===== src/rtl/control_fsm_if.sv =====
// Bus bundle between the instruction sequencer and its memories, register file and ALU.
interface control_fsm_if #(
    parameter int DATAWIDTH = 32
) ();
    logic                 imem_req_o;
    logic [DATAWIDTH-1:0] imem_addr_o;
    logic                 imem_valid_i;
    logic [31:0]          imem_data_i;

    logic [3:0]           rf_rs1_o;
    logic [3:0]           rf_rs2_o;
    logic [DATAWIDTH-1:0] rs1_data_i;
    logic [DATAWIDTH-1:0] rs2_data_i;

    logic [3:0]           alu_opcode_o;
    logic [DATAWIDTH-1:0] alu_a_o;
    logic [DATAWIDTH-1:0] alu_b_o;
    logic [DATAWIDTH-1:0] alu_result_i;

    logic                 dmem_req_o;
    logic                 dmem_we_o;
    logic [DATAWIDTH-1:0] dmem_addr_o;
    logic [DATAWIDTH-1:0] dmem_wdata_o;
    logic                 dmem_valid_i;
    logic [DATAWIDTH-1:0] dmem_rdata_i;

    logic                 rf_we_o;
    logic [3:0]           rf_rd_o;
    logic [DATAWIDTH-1:0] rf_wdata_o;

    logic                 illegal_o;

    modport master (
        output imem_req_o, imem_addr_o, rf_rs1_o, rf_rs2_o, alu_opcode_o, alu_a_o, alu_b_o,
               dmem_req_o, dmem_we_o, dmem_addr_o, dmem_wdata_o, rf_we_o, rf_rd_o, rf_wdata_o,
               illegal_o,
        input  imem_valid_i, imem_data_i, rs1_data_i, rs2_data_i, alu_result_i,
               dmem_valid_i, dmem_rdata_i
    );

    modport slave (
        input  imem_req_o, imem_addr_o, rf_rs1_o, rf_rs2_o, alu_opcode_o, alu_a_o, alu_b_o,
               dmem_req_o, dmem_we_o, dmem_addr_o, dmem_wdata_o, rf_we_o, rf_rd_o, rf_wdata_o,
               illegal_o,
        output imem_valid_i, imem_data_i, rs1_data_i, rs2_data_i, alu_result_i,
               dmem_valid_i, dmem_rdata_i
    );
endinterface


===== src/rtl/control_fsm.sv =====
// Multi-cycle instruction sequencer: fetch, decode, ALU issue, data memory access, write-back.
//   state  | meaning
//   FETCH  | request instruction at PC, latch into IR on imem_valid_i
//   DECODE | check opcode, present register read addresses
//   EXEC   | issue ALU op, latch result, resolve branches/jumps
//   MEM    | data memory access at RES, held until dmem_valid_i
//   WB     | one-cycle register write of RES, advance PC
//   HALT   | illegal opcode seen; absorbing until reset
module control_fsm #(
    parameter int DATAWIDTH = 32
) (
    input logic           clk_i,
    input logic           rst_ni,
    control_fsm_if.master bus
);
    localparam logic [3:0] OP_ADD  = 4'd0;
    localparam logic [3:0] OP_SUB  = 4'd1;
    localparam logic [3:0] OP_MUL  = 4'd2;
    localparam logic [3:0] OP_DIV  = 4'd3;
    localparam logic [3:0] OP_AND  = 4'd4;
    localparam logic [3:0] OP_OR   = 4'd5;
    localparam logic [3:0] OP_XOR  = 4'd6;
    localparam logic [3:0] OP_ADDI = 4'd7;
    localparam logic [3:0] OP_LW   = 4'd8;
    localparam logic [3:0] OP_SW   = 4'd9;
    localparam logic [3:0] OP_BEQ  = 4'd10;
    localparam logic [3:0] OP_BGT  = 4'd11;
    localparam logic [3:0] OP_BGE  = 4'd12;
    localparam logic [3:0] OP_JMP  = 4'd13;

    typedef enum logic [2:0] {
        S_FETCH, S_DECODE, S_EXEC, S_MEM, S_WB, S_HALT
    } state_t;

    state_t               state_q, state_d;
    logic [DATAWIDTH-1:0] pc_q, res_q;
    logic [31:0]          ir_q;
    logic                 illegal_q;

    logic [3:0]           op;
    logic [DATAWIDTH-1:0] simm, pc_inc;
    logic                 legal, is_mem, is_br, taken;

    assign op     = ir_q[31:28];
    assign simm   = {{(DATAWIDTH-16){ir_q[15]}}, ir_q[15:0]};
    assign pc_inc = pc_q + DATAWIDTH'(4);
    assign legal  = (op <= OP_JMP);
    assign is_mem = (op == OP_LW) || (op == OP_SW);
    assign is_br  = (op == OP_BEQ) || (op == OP_BGT) || (op == OP_BGE);

    // JMP counts as always-taken so EXEC has a single PC-redirect path.
    always_comb begin
        taken = 1'b0;
        case (op)
            OP_BEQ:  taken = (bus.rs1_data_i == bus.rs2_data_i);
            OP_BGT:  taken = ($signed(bus.rs1_data_i) >  $signed(bus.rs2_data_i));
            OP_BGE:  taken = ($signed(bus.rs1_data_i) >= $signed(bus.rs2_data_i));
            OP_JMP:  taken = 1'b1;
            default: taken = 1'b0;
        endcase
    end

    always_ff @(posedge clk_i or negedge rst_ni) begin
        if (!rst_ni) state_q <= S_FETCH;
        else         state_q <= state_d;
    end

    always_comb begin
        state_d = state_q;
        case (state_q)
            S_FETCH:  if (bus.imem_valid_i) state_d = S_DECODE;
            S_DECODE: state_d = legal ? S_EXEC : S_HALT;
            S_EXEC: begin
                if (is_mem)                      state_d = S_MEM;
                else if (is_br || op == OP_JMP)  state_d = S_FETCH;
                else                             state_d = S_WB;
            end
            S_MEM:    if (bus.dmem_valid_i) state_d = (op == OP_SW) ? S_FETCH : S_WB;
            S_WB:     state_d = S_FETCH;
            S_HALT:   state_d = S_HALT;
            default:  state_d = S_FETCH;
        endcase
    end

    always_ff @(posedge clk_i or negedge rst_ni) begin
        if (!rst_ni) begin
            pc_q      <= '0;
            ir_q      <= '0;
            res_q     <= '0;
            illegal_q <= 1'b0;
        end else begin
            case (state_q)
                S_FETCH:  if (bus.imem_valid_i) ir_q <= bus.imem_data_i;
                S_DECODE: if (!legal) illegal_q <= 1'b1;
                S_EXEC: begin
                    res_q <= bus.alu_result_i;
                    if (taken)      pc_q <= bus.alu_result_i;
                    else if (is_br) pc_q <= pc_inc;
                end
                S_MEM: begin
                    if (bus.dmem_valid_i) begin
                        if (op == OP_SW) pc_q  <= pc_inc;
                        else             res_q <= bus.dmem_rdata_i;
                    end
                end
                S_WB:     pc_q <= pc_inc;
                default: ;
            endcase
        end
    end

    // Strobes are gated by reset so an in-flight request drops the instant reset asserts.
    always_comb begin
        bus.imem_req_o   = rst_ni && (state_q == S_FETCH);
        bus.dmem_req_o   = rst_ni && (state_q == S_MEM);
        bus.dmem_we_o    = rst_ni && (state_q == S_MEM) && (op == OP_SW);
        bus.rf_we_o      = rst_ni && (state_q == S_WB);
        bus.imem_addr_o  = pc_q;
        bus.rf_rs1_o     = ir_q[23:20];
        bus.rf_rs2_o     = ir_q[19:16];
        bus.alu_opcode_o = op;
        bus.dmem_addr_o  = res_q;
        bus.dmem_wdata_o = bus.rs2_data_i;
        bus.rf_rd_o      = ir_q[27:24];
        bus.rf_wdata_o   = res_q;
        bus.illegal_o    = illegal_q;
        case (op)
            OP_ADDI, OP_LW, OP_SW: begin
                bus.alu_a_o = bus.rs1_data_i;
                bus.alu_b_o = simm;
            end
            OP_BEQ, OP_BGT, OP_BGE, OP_JMP: begin
                bus.alu_a_o = pc_q;
                bus.alu_b_o = simm;
            end
            default: begin
                bus.alu_a_o = bus.rs1_data_i;
                bus.alu_b_o = bus.rs2_data_i;
            end
        endcase
    end
endmodule


===== src/flat_wrapper.sv =====
// flat-port wrapper written by rule: the top's interface ports become plain ports
module control_fsm_flat 
#(
    parameter int DATAWIDTH = 32
)
  (clk_i, rst_ni, bus_imem_req_o, bus_imem_addr_o, bus_rf_rs1_o, bus_rf_rs2_o, bus_alu_opcode_o, bus_alu_a_o, bus_alu_b_o, bus_dmem_req_o, bus_dmem_we_o, bus_dmem_addr_o, bus_dmem_wdata_o, bus_rf_we_o, bus_rf_rd_o, bus_rf_wdata_o, bus_illegal_o, bus_imem_valid_i, bus_imem_data_i, bus_rs1_data_i, bus_rs2_data_i, bus_alu_result_i, bus_dmem_valid_i, bus_dmem_rdata_i);
  control_fsm_if #(.DATAWIDTH(DATAWIDTH)) bus_i ();
  input logic clk_i;
  input logic rst_ni;
  output wire logic [$bits(bus_i.imem_req_o)-1:0] bus_imem_req_o;
  output wire logic [$bits(bus_i.imem_addr_o)-1:0] bus_imem_addr_o;
  output wire logic [$bits(bus_i.rf_rs1_o)-1:0] bus_rf_rs1_o;
  output wire logic [$bits(bus_i.rf_rs2_o)-1:0] bus_rf_rs2_o;
  output wire logic [$bits(bus_i.alu_opcode_o)-1:0] bus_alu_opcode_o;
  output wire logic [$bits(bus_i.alu_a_o)-1:0] bus_alu_a_o;
  output wire logic [$bits(bus_i.alu_b_o)-1:0] bus_alu_b_o;
  output wire logic [$bits(bus_i.dmem_req_o)-1:0] bus_dmem_req_o;
  output wire logic [$bits(bus_i.dmem_we_o)-1:0] bus_dmem_we_o;
  output wire logic [$bits(bus_i.dmem_addr_o)-1:0] bus_dmem_addr_o;
  output wire logic [$bits(bus_i.dmem_wdata_o)-1:0] bus_dmem_wdata_o;
  output wire logic [$bits(bus_i.rf_we_o)-1:0] bus_rf_we_o;
  output wire logic [$bits(bus_i.rf_rd_o)-1:0] bus_rf_rd_o;
  output wire logic [$bits(bus_i.rf_wdata_o)-1:0] bus_rf_wdata_o;
  output wire logic [$bits(bus_i.illegal_o)-1:0] bus_illegal_o;
  input wire logic [$bits(bus_i.imem_valid_i)-1:0] bus_imem_valid_i;
  input wire logic [$bits(bus_i.imem_data_i)-1:0] bus_imem_data_i;
  input wire logic [$bits(bus_i.rs1_data_i)-1:0] bus_rs1_data_i;
  input wire logic [$bits(bus_i.rs2_data_i)-1:0] bus_rs2_data_i;
  input wire logic [$bits(bus_i.alu_result_i)-1:0] bus_alu_result_i;
  input wire logic [$bits(bus_i.dmem_valid_i)-1:0] bus_dmem_valid_i;
  input wire logic [$bits(bus_i.dmem_rdata_i)-1:0] bus_dmem_rdata_i;
  assign bus_imem_req_o = bus_i.imem_req_o;
  assign bus_imem_addr_o = bus_i.imem_addr_o;
  assign bus_rf_rs1_o = bus_i.rf_rs1_o;
  assign bus_rf_rs2_o = bus_i.rf_rs2_o;
  assign bus_alu_opcode_o = bus_i.alu_opcode_o;
  assign bus_alu_a_o = bus_i.alu_a_o;
  assign bus_alu_b_o = bus_i.alu_b_o;
  assign bus_dmem_req_o = bus_i.dmem_req_o;
  assign bus_dmem_we_o = bus_i.dmem_we_o;
  assign bus_dmem_addr_o = bus_i.dmem_addr_o;
  assign bus_dmem_wdata_o = bus_i.dmem_wdata_o;
  assign bus_rf_we_o = bus_i.rf_we_o;
  assign bus_rf_rd_o = bus_i.rf_rd_o;
  assign bus_rf_wdata_o = bus_i.rf_wdata_o;
  assign bus_illegal_o = bus_i.illegal_o;
  assign bus_i.imem_valid_i = bus_imem_valid_i;
  assign bus_i.imem_data_i = bus_imem_data_i;
  assign bus_i.rs1_data_i = bus_rs1_data_i;
  assign bus_i.rs2_data_i = bus_rs2_data_i;
  assign bus_i.alu_result_i = bus_alu_result_i;
  assign bus_i.dmem_valid_i = bus_dmem_valid_i;
  assign bus_i.dmem_rdata_i = bus_dmem_rdata_i;
  control_fsm #(.DATAWIDTH(DATAWIDTH)) u_core (.clk_i(clk_i), .rst_ni(rst_ni), .bus(bus_i));
endmodule

===== config.mk =====
export PLATFORM = sky130hd
export DESIGN_NAME = control_fsm_flat
export DESIGN_NICKNAME = d
export VERILOG_FILES = /design/src/rtl/control_fsm_if.sv /design/src/rtl/control_fsm.sv /design/src/flat_wrapper.sv
export SDC_FILE = /design/constraint.sdc
export NUM_CORES = 1
export LEC_CHECK = 0
export CORE_AREA = 2 2 149 151
export CTS_BUF_LIST = sky130_fd_sc_hd__clkbuf_16
export DETAILED_ROUTE_END_ITERATION = 8
export DIE_AREA = 0 0 151 153
export GPL_ROUTABILITY_DRIVEN = 0
export PLACE_DENSITY = 0.8
export SKIP_CTS_REPAIR_TIMING = 1
export SYNTH_ARGS = -nofsm -noshare
export SYNTH_HDL_FRONTEND = slang
export SYNTH_SLANG_ARGS = --single-unit

===== constraint.sdc =====
create_clock -name clk_i -period 3.5 [get_ports clk_i]
set_input_delay 0.525 -clock clk_i [delete_from_list [all_inputs] [get_ports clk_i]]
set_output_delay 0.525 -clock clk_i [all_outputs]
set_load 0.005 [all_outputs]

# Yosys cells after proc, flatten, opt, wreduce, memory -nomap -nowiden
# Cells that the tools add are included.
dict set report word_totals {
  reg_bits 100
  input_bits 164
  output_inout_bits 213
  elab_cells 64
}
dict set report op_classes {
  addsub 1
  magnitude_cmp 3
  eq_ne 18
  mux 18
  bitwise_logic 1
  n_reduce_logical 18
}
# operator n
set op_table {}
lappend op_table {{2-to-1 mux 32 bit} 8}
lappend op_table {{case mux 32 bit (3 select lines)} 1}
lappend op_table {{case mux 32 bit (2 select lines)} 1}
lappend op_table {{adder 32 x 3 -> 32 bit, second input constant} 1}
lappend op_table {{== test 32 bit} 1}
lappend op_table {{>= comparator 32 bit} 1}
lappend op_table {{greater-than comparator 32 bit} 1}
lappend op_table {{== test 4 bit, second input constant} 6}
lappend op_table {{2-to-1 mux 3 bit} 6}
lappend op_table {{case mux 3 bit (5 select lines)} 1}
lappend op_table {{OR reduction 7 bit} 1}
lappend op_table {{== test 3 x 2 -> 1 bit, second input constant} 2}
lappend op_table {{== test 3 bit, second input constant} 2}
lappend op_table {{inequality test 2 bit, second input constant} 3}
lappend op_table {{AND reduction 2 bit} 3}
lappend op_table {{== test 4 x 3 -> 1 bit, second input constant} 1}
lappend op_table {{less-or-equal comparator 4 bit, second input constant} 1}
lappend op_table {{logical AND 1 bit} 4}
lappend op_table {{logical OR 1 bit} 4}
lappend op_table {{case mux 1 bit (4 select lines)} 1}
lappend op_table {{AND reduction 4 bit} 1}
lappend op_table {{OR reduction 4 bit} 1}
lappend op_table {{== test 3 x 1 -> 1 bit, second input constant} 1}
lappend op_table {{zero test 3 bit} 1}
lappend op_table {{6 further kinds} 6}

# Depth between registers and ports, before layout
# Gate-level depths: netlist of run 1.
dict set report logic_depth {
  ltp_word 7
  ltp_mapped 12
  ltp_nobuf 10
}

# Worst setup path after synthesis of run 1
# No wires, ideal clock.
dict set report synth_path {
  path_kind {input to register}
  from {input bus_rs2_data_i[31]}
  to {register u_core.pc_q[0], in the netlist u_core.bus.imem_addr_o[0]}
  setup_ns 0.125
  arrival_ns 3.023
  setup_slack_ns 0.352
  path_stages 12
  path_buffers 2
  cell_sequence {inv_1 > ha_1 > nand4_1 > nor4_4 > and4_1 > a211oi_1 > a31o_1 > or3_1 > buf_2 > buf_6 > nor2_1 > mux2_2}
}
dict set report synth_between {
  elab_chain_len 4
  elab_cells_between_ends 8
}
# item line
set synth_lines {}
lappend synth_lines {{from (decl)} flat_wrapper.sv:28} ;# input wire logic [$bits(bus_i.rs2_data_i)-1:0] bus_rs2_data_i;
lappend synth_lines {{>= comparator 32 bit (tied with other cells)} control_fsm.sv:57} ;# OP_BGE: taken = ($signed(bus.rs1_data_i) >= $signed(bus.rs2_data_i));
lappend synth_lines {{case mux 1 bit (4 select lines) (*)} control_fsm.sv:54} ;# case (op)
lappend synth_lines {{inequality test 3 x 1 -> 1 bit (no line) / 2-to-1 mux 32 bit (equally long branches)} n/a}
lappend synth_lines {{AND reduction 4 bit (no line) / case mux 32 bit (3 select lines) (equally long branches)} n/a}
lappend synth_lines {{to (signal assigned)} control_fsm.sv:97} ;# if (taken) pc_q <= bus.alu_result_i;
lappend synth_lines {{to (signal assigned)} control_fsm.sv:98} ;# else if (is_br) pc_q <= pc_inc;
lappend synth_lines {{to (signal assigned)} control_fsm.sv:102} ;# if (op == OP_SW) pc_q <= pc_inc;
lappend synth_lines {{to (decl)} control_fsm.sv:36} ;# logic [DATAWIDTH-1:0] pc_q, res_q;
# Mark *: on every way between the ends. The rest lies on a longest branch, timed or not.
# A chain may end at the register's enable or synchronous reset.

# Worst setup path in the final report of run 1
dict set report layout_path {
  from {input bus_rs2_data_i[10]}
  to {register u_core.pc_q[13], in the netlist u_core.bus.imem_addr_o[13]}
}
# Same word-level chain as after synthesis.

==> results of run 1 <==
==> power by group <==
group	switching, mW	leakage [nW]	internal, mW	total [mW]
clock network	0.485	0.159	0.626	1.11
logic	2.24	3.97	3.16	5.39
registers	0.617	1.19	1.72	2.34
total	3.34	5.32	5.50	8.84
==> layout make-up <==
cell class | count | area [µm²] | share of cell area [%]
multi-input combinational | 525 | 3830 | 33.1
antenna | 2 | 5.00 | 0.0433
tap | 280 | 350 | 3.03
timing repair buffer | 448 | 4350 | 37.6
clock buffer | 9 | 225 | 1.95
sequential | 100 | 2500 | 21.6
inverter | 57 | 214 | 1.85
clock inverter | 7 | 90.1 | 0.779
==> Yosys cell counts (2+ instances only) <==
cell       count  area [µm²]
dfrtp_1      100        2500
nand2_1       86         323
buf_4         80         601
o21ai_0       76         380
mux2_2        65         732
inv_1         57         214
mux2i_1       52         521
ha_1          33         413
clkbuf_1      32         120
a21oi_1       30         150
nand3_1       26         130
nor2_1        21        78.8
a21o_1        20         150
nand4_1       20         125
a22oi_1       16         120
a2bb2oi_1     10        87.6
and3_1         9        56.3
buf_1          7        26.3
nor2b_1        7        43.8
nor4_1         7        43.8
nor3_1         5        25.0
nor3b_1        4        30.0
buf_2          3        15.0
o22ai_1        3        18.8
or3_1          3        18.8
a211o_1        2        17.5
a31o_1         2        17.5
o211ai_1       2        15.0
o21a_1         2        15.0
o2bb2ai_1      2        17.5
o311ai_0       2        17.5
o31ai_1        2        15.0
==> sequential cells by signal, summed over array words and instances (netlist names) <==
signal / cells
u_core.bus.dmem_addr_o: 32
u_core.bus.imem_addr_o: 32
u_core.ir_q: 32
u_core.state_q: 3
u_core.bus.illegal_o: 1
==> worst max-delay path, stage by stage <==
cell	delay (ns)
clkdlybuf4s50_1	0.51
inv_1	0.06
ha_1	0.29
nand4_1	0.20
nor4_2	0.35
buf_4	0.17
and4_1	0.18
a211oi_1	0.06
a31o_1	0.25
or3_4	0.42
buf_12	0.18
a31o_1	0.22
a22oi_1	0.18
==> cells by family after synthesis <==
family,count (synthesis),share of synthesized area (%)
AOI/OAI and AO/OA,178,15.3
adders and majority gates,33,5.72
buffers and inverters,180,13.7
DFF,100,34.6
muxes,117,17.3
and+or+nand+nor,197,13.3
==> per-stage QoR <==
stage | total power [mW] | setup slack (ns)
3_3_place_gp | 7.61 | -0.280
5_1_grt | 9.40 | -0.0363
4_1_cts | 8.87 | 0.0358
6_report | 8.84 | 0.140
2_1_floorplan | 4.78 | 0.352
3_5_place_dp | 7.73 | -0.339
==> worst max path at each step <==
stage	from	endpoint	depth (start not counted)
floorplan	bus_rs2_data_i[31]	u_core.bus.imem_addr_o[0]$_DFFE_PN0P_	12
global placement	bus_rs2_data_i[15]	u_core.bus.imem_addr_o[1]$_DFFE_PN0P_	12
detailed placement	bus_rs2_data_i[15]	u_core.bus.imem_addr_o[1]$_DFFE_PN0P_	12
CTS	bus_rs2_data_i[15]	u_core.bus.imem_addr_o[1]$_DFFE_PN0P_	12
global route	bus_rs2_data_i[10]	u_core.bus.imem_addr_o[13]$_DFFE_PN0P_	13
finish	bus_rs2_data_i[10]	u_core.bus.imem_addr_o[13]$_DFFE_PN0P_	13
==> per-layer routing <==
metal  vias to the layer above  global-route usage (%)  share of wire (%)
met2                       335                    41.1                 49
met3                        51                    4.57                6.9
met4                         0                    8.63                2.8
met1                      3469                    29.6                 41
li1                       3461                       -                  -
met5                         -                       0                  0
==> results.md, run 1 <==
- Global-route wire length before repair: 42.0 mm
- WL final: 28.5 mm
- R2R setup slack: 0.60 ns
- Tmin final: 3.36 ns
- CTS Buffer Depth: 2
- Clock slew at reported path FFs: 0.07 ns
- Routed Antenna Nets: 0
- Non-Filler Instances: 1428
- Finished layout cell area: 0.0116 mm²
- Final Hold Fails: 0
- Die W: 151 µm
- Leakage power figure: 5.32 nW
- GR Overflow Total: 0
- Fmax: 298 MHz
- Max FO, Critical Path: 29
- Final hold slack: 0.0212 ns
- CP startpoint kind: input pin
- Via count: 7316
- IR drop worst, VDD: 491 µV
- CTS Buf Count: 9
- Initial antenna violation count: 2
- RR Endpoint: u_core.bus.imem_addr_o[28]$_DFFE_PN0P_
- Yosys warnings: 0
- Share of cells above drive strength 1: 14.6%
- Rows: 54
- DR WL/cell: 20.0 µm
- Max-Cap Viols: 0
- H-Tree Depth: 3
- Pwr dens: 764 mW/mm²
- Most frequent cells in the layout: clkdlybuf4s50_1 (374), dfrtp_1 (99), nand2_1 (84)
- Layout Nets: 1338
- Post-synthesis sequential area ratio: 34.6%
- Core Area: 0.0215 mm²
- Register bit total from synthesis: 100
- Required @ worst endpoint: 3.77 ns
- Final Cycle Share: 96.0%
- Clock latency at the later pin of the worst-skew pair: 0.36 ns
- Dominant synthesized flop cell: dfrtp_1
- Cell area after synthesis: 0.00722 mm²
- Placed inst area: 0.0112 mm²
- Worst setup EP type: register
- RR Startpoint: u_core.bus.imem_addr_o[2]$_DFFE_PN0P_
- Largest net degree at the start of global routing: 59
- Synth unique cells: 51
- Vias in the first global route: 7352
- Outcome: complete, no violations
- Worst-margin pin slew: 0.829 ns
- Drt pass-1 iters: 5
- Initial Util: 33.6%
- Core Util, Final: 53.9%
- Slew Limit Fails: 0
- Worst r2r path cells: 9
- Vias per cell: 5.12
- Input/output buffers: 376
- FILL cells: 1920
- Placed cells: 1409
- Final clock skew: 0.0134 ns
- Average cell area after synthesis: 8.97 µm²
- Root Buffer: clkbuf_16
- DIE HEIGHT: 153 µm
- Clk sinks: 100
- Starting DRC count in detailed routing: 375
- # DRC: 0
- Critical path type: input pin to register
- EDFF count, synth: 0
- Slew headroom: 44.7%
- Die area: 0.0231 mm²
- Top-level I/O count: 377
- CP arrival: 3.63 ns
- Post-synthesis instance total: 805
- TritonCTS clock tree: done
- Commonest non-fill, non-tap cell in the layout: clkdlybuf4s50_1
- Final Setup Violations: 0
- HP Class: input pin to async pin
- Async set or reset register ratio after synthesis: 100%
- Layout overhead on the synthesized area: 60.2%
- HPWL Detailed: 22.8 mm
- All-layer global routing usage: 23.9%
- Final TNS setup: 0 ns
- Post-Synthesis Net Count: 1002
Note: power is estimated with default switching activity, not from simulation.
==> inputs of run 2 (changes only) <==
--- a/config.mk
+++ b/config.mk
@@ -12,6 +12,7 @@
 export GPL_ROUTABILITY_DRIVEN = 0
 export PLACE_DENSITY = 0.8
 export SKIP_CTS_REPAIR_TIMING = 1
+export SLEW_MARGIN = 20
 export SYNTH_ARGS = -nofsm -noshare
 export SYNTH_HDL_FRONTEND = slang
 export SYNTH_SLANG_ARGS = --single-unit
==> results of run 2 <==
Final layout, timing and power as in run 1 (identical DEF).
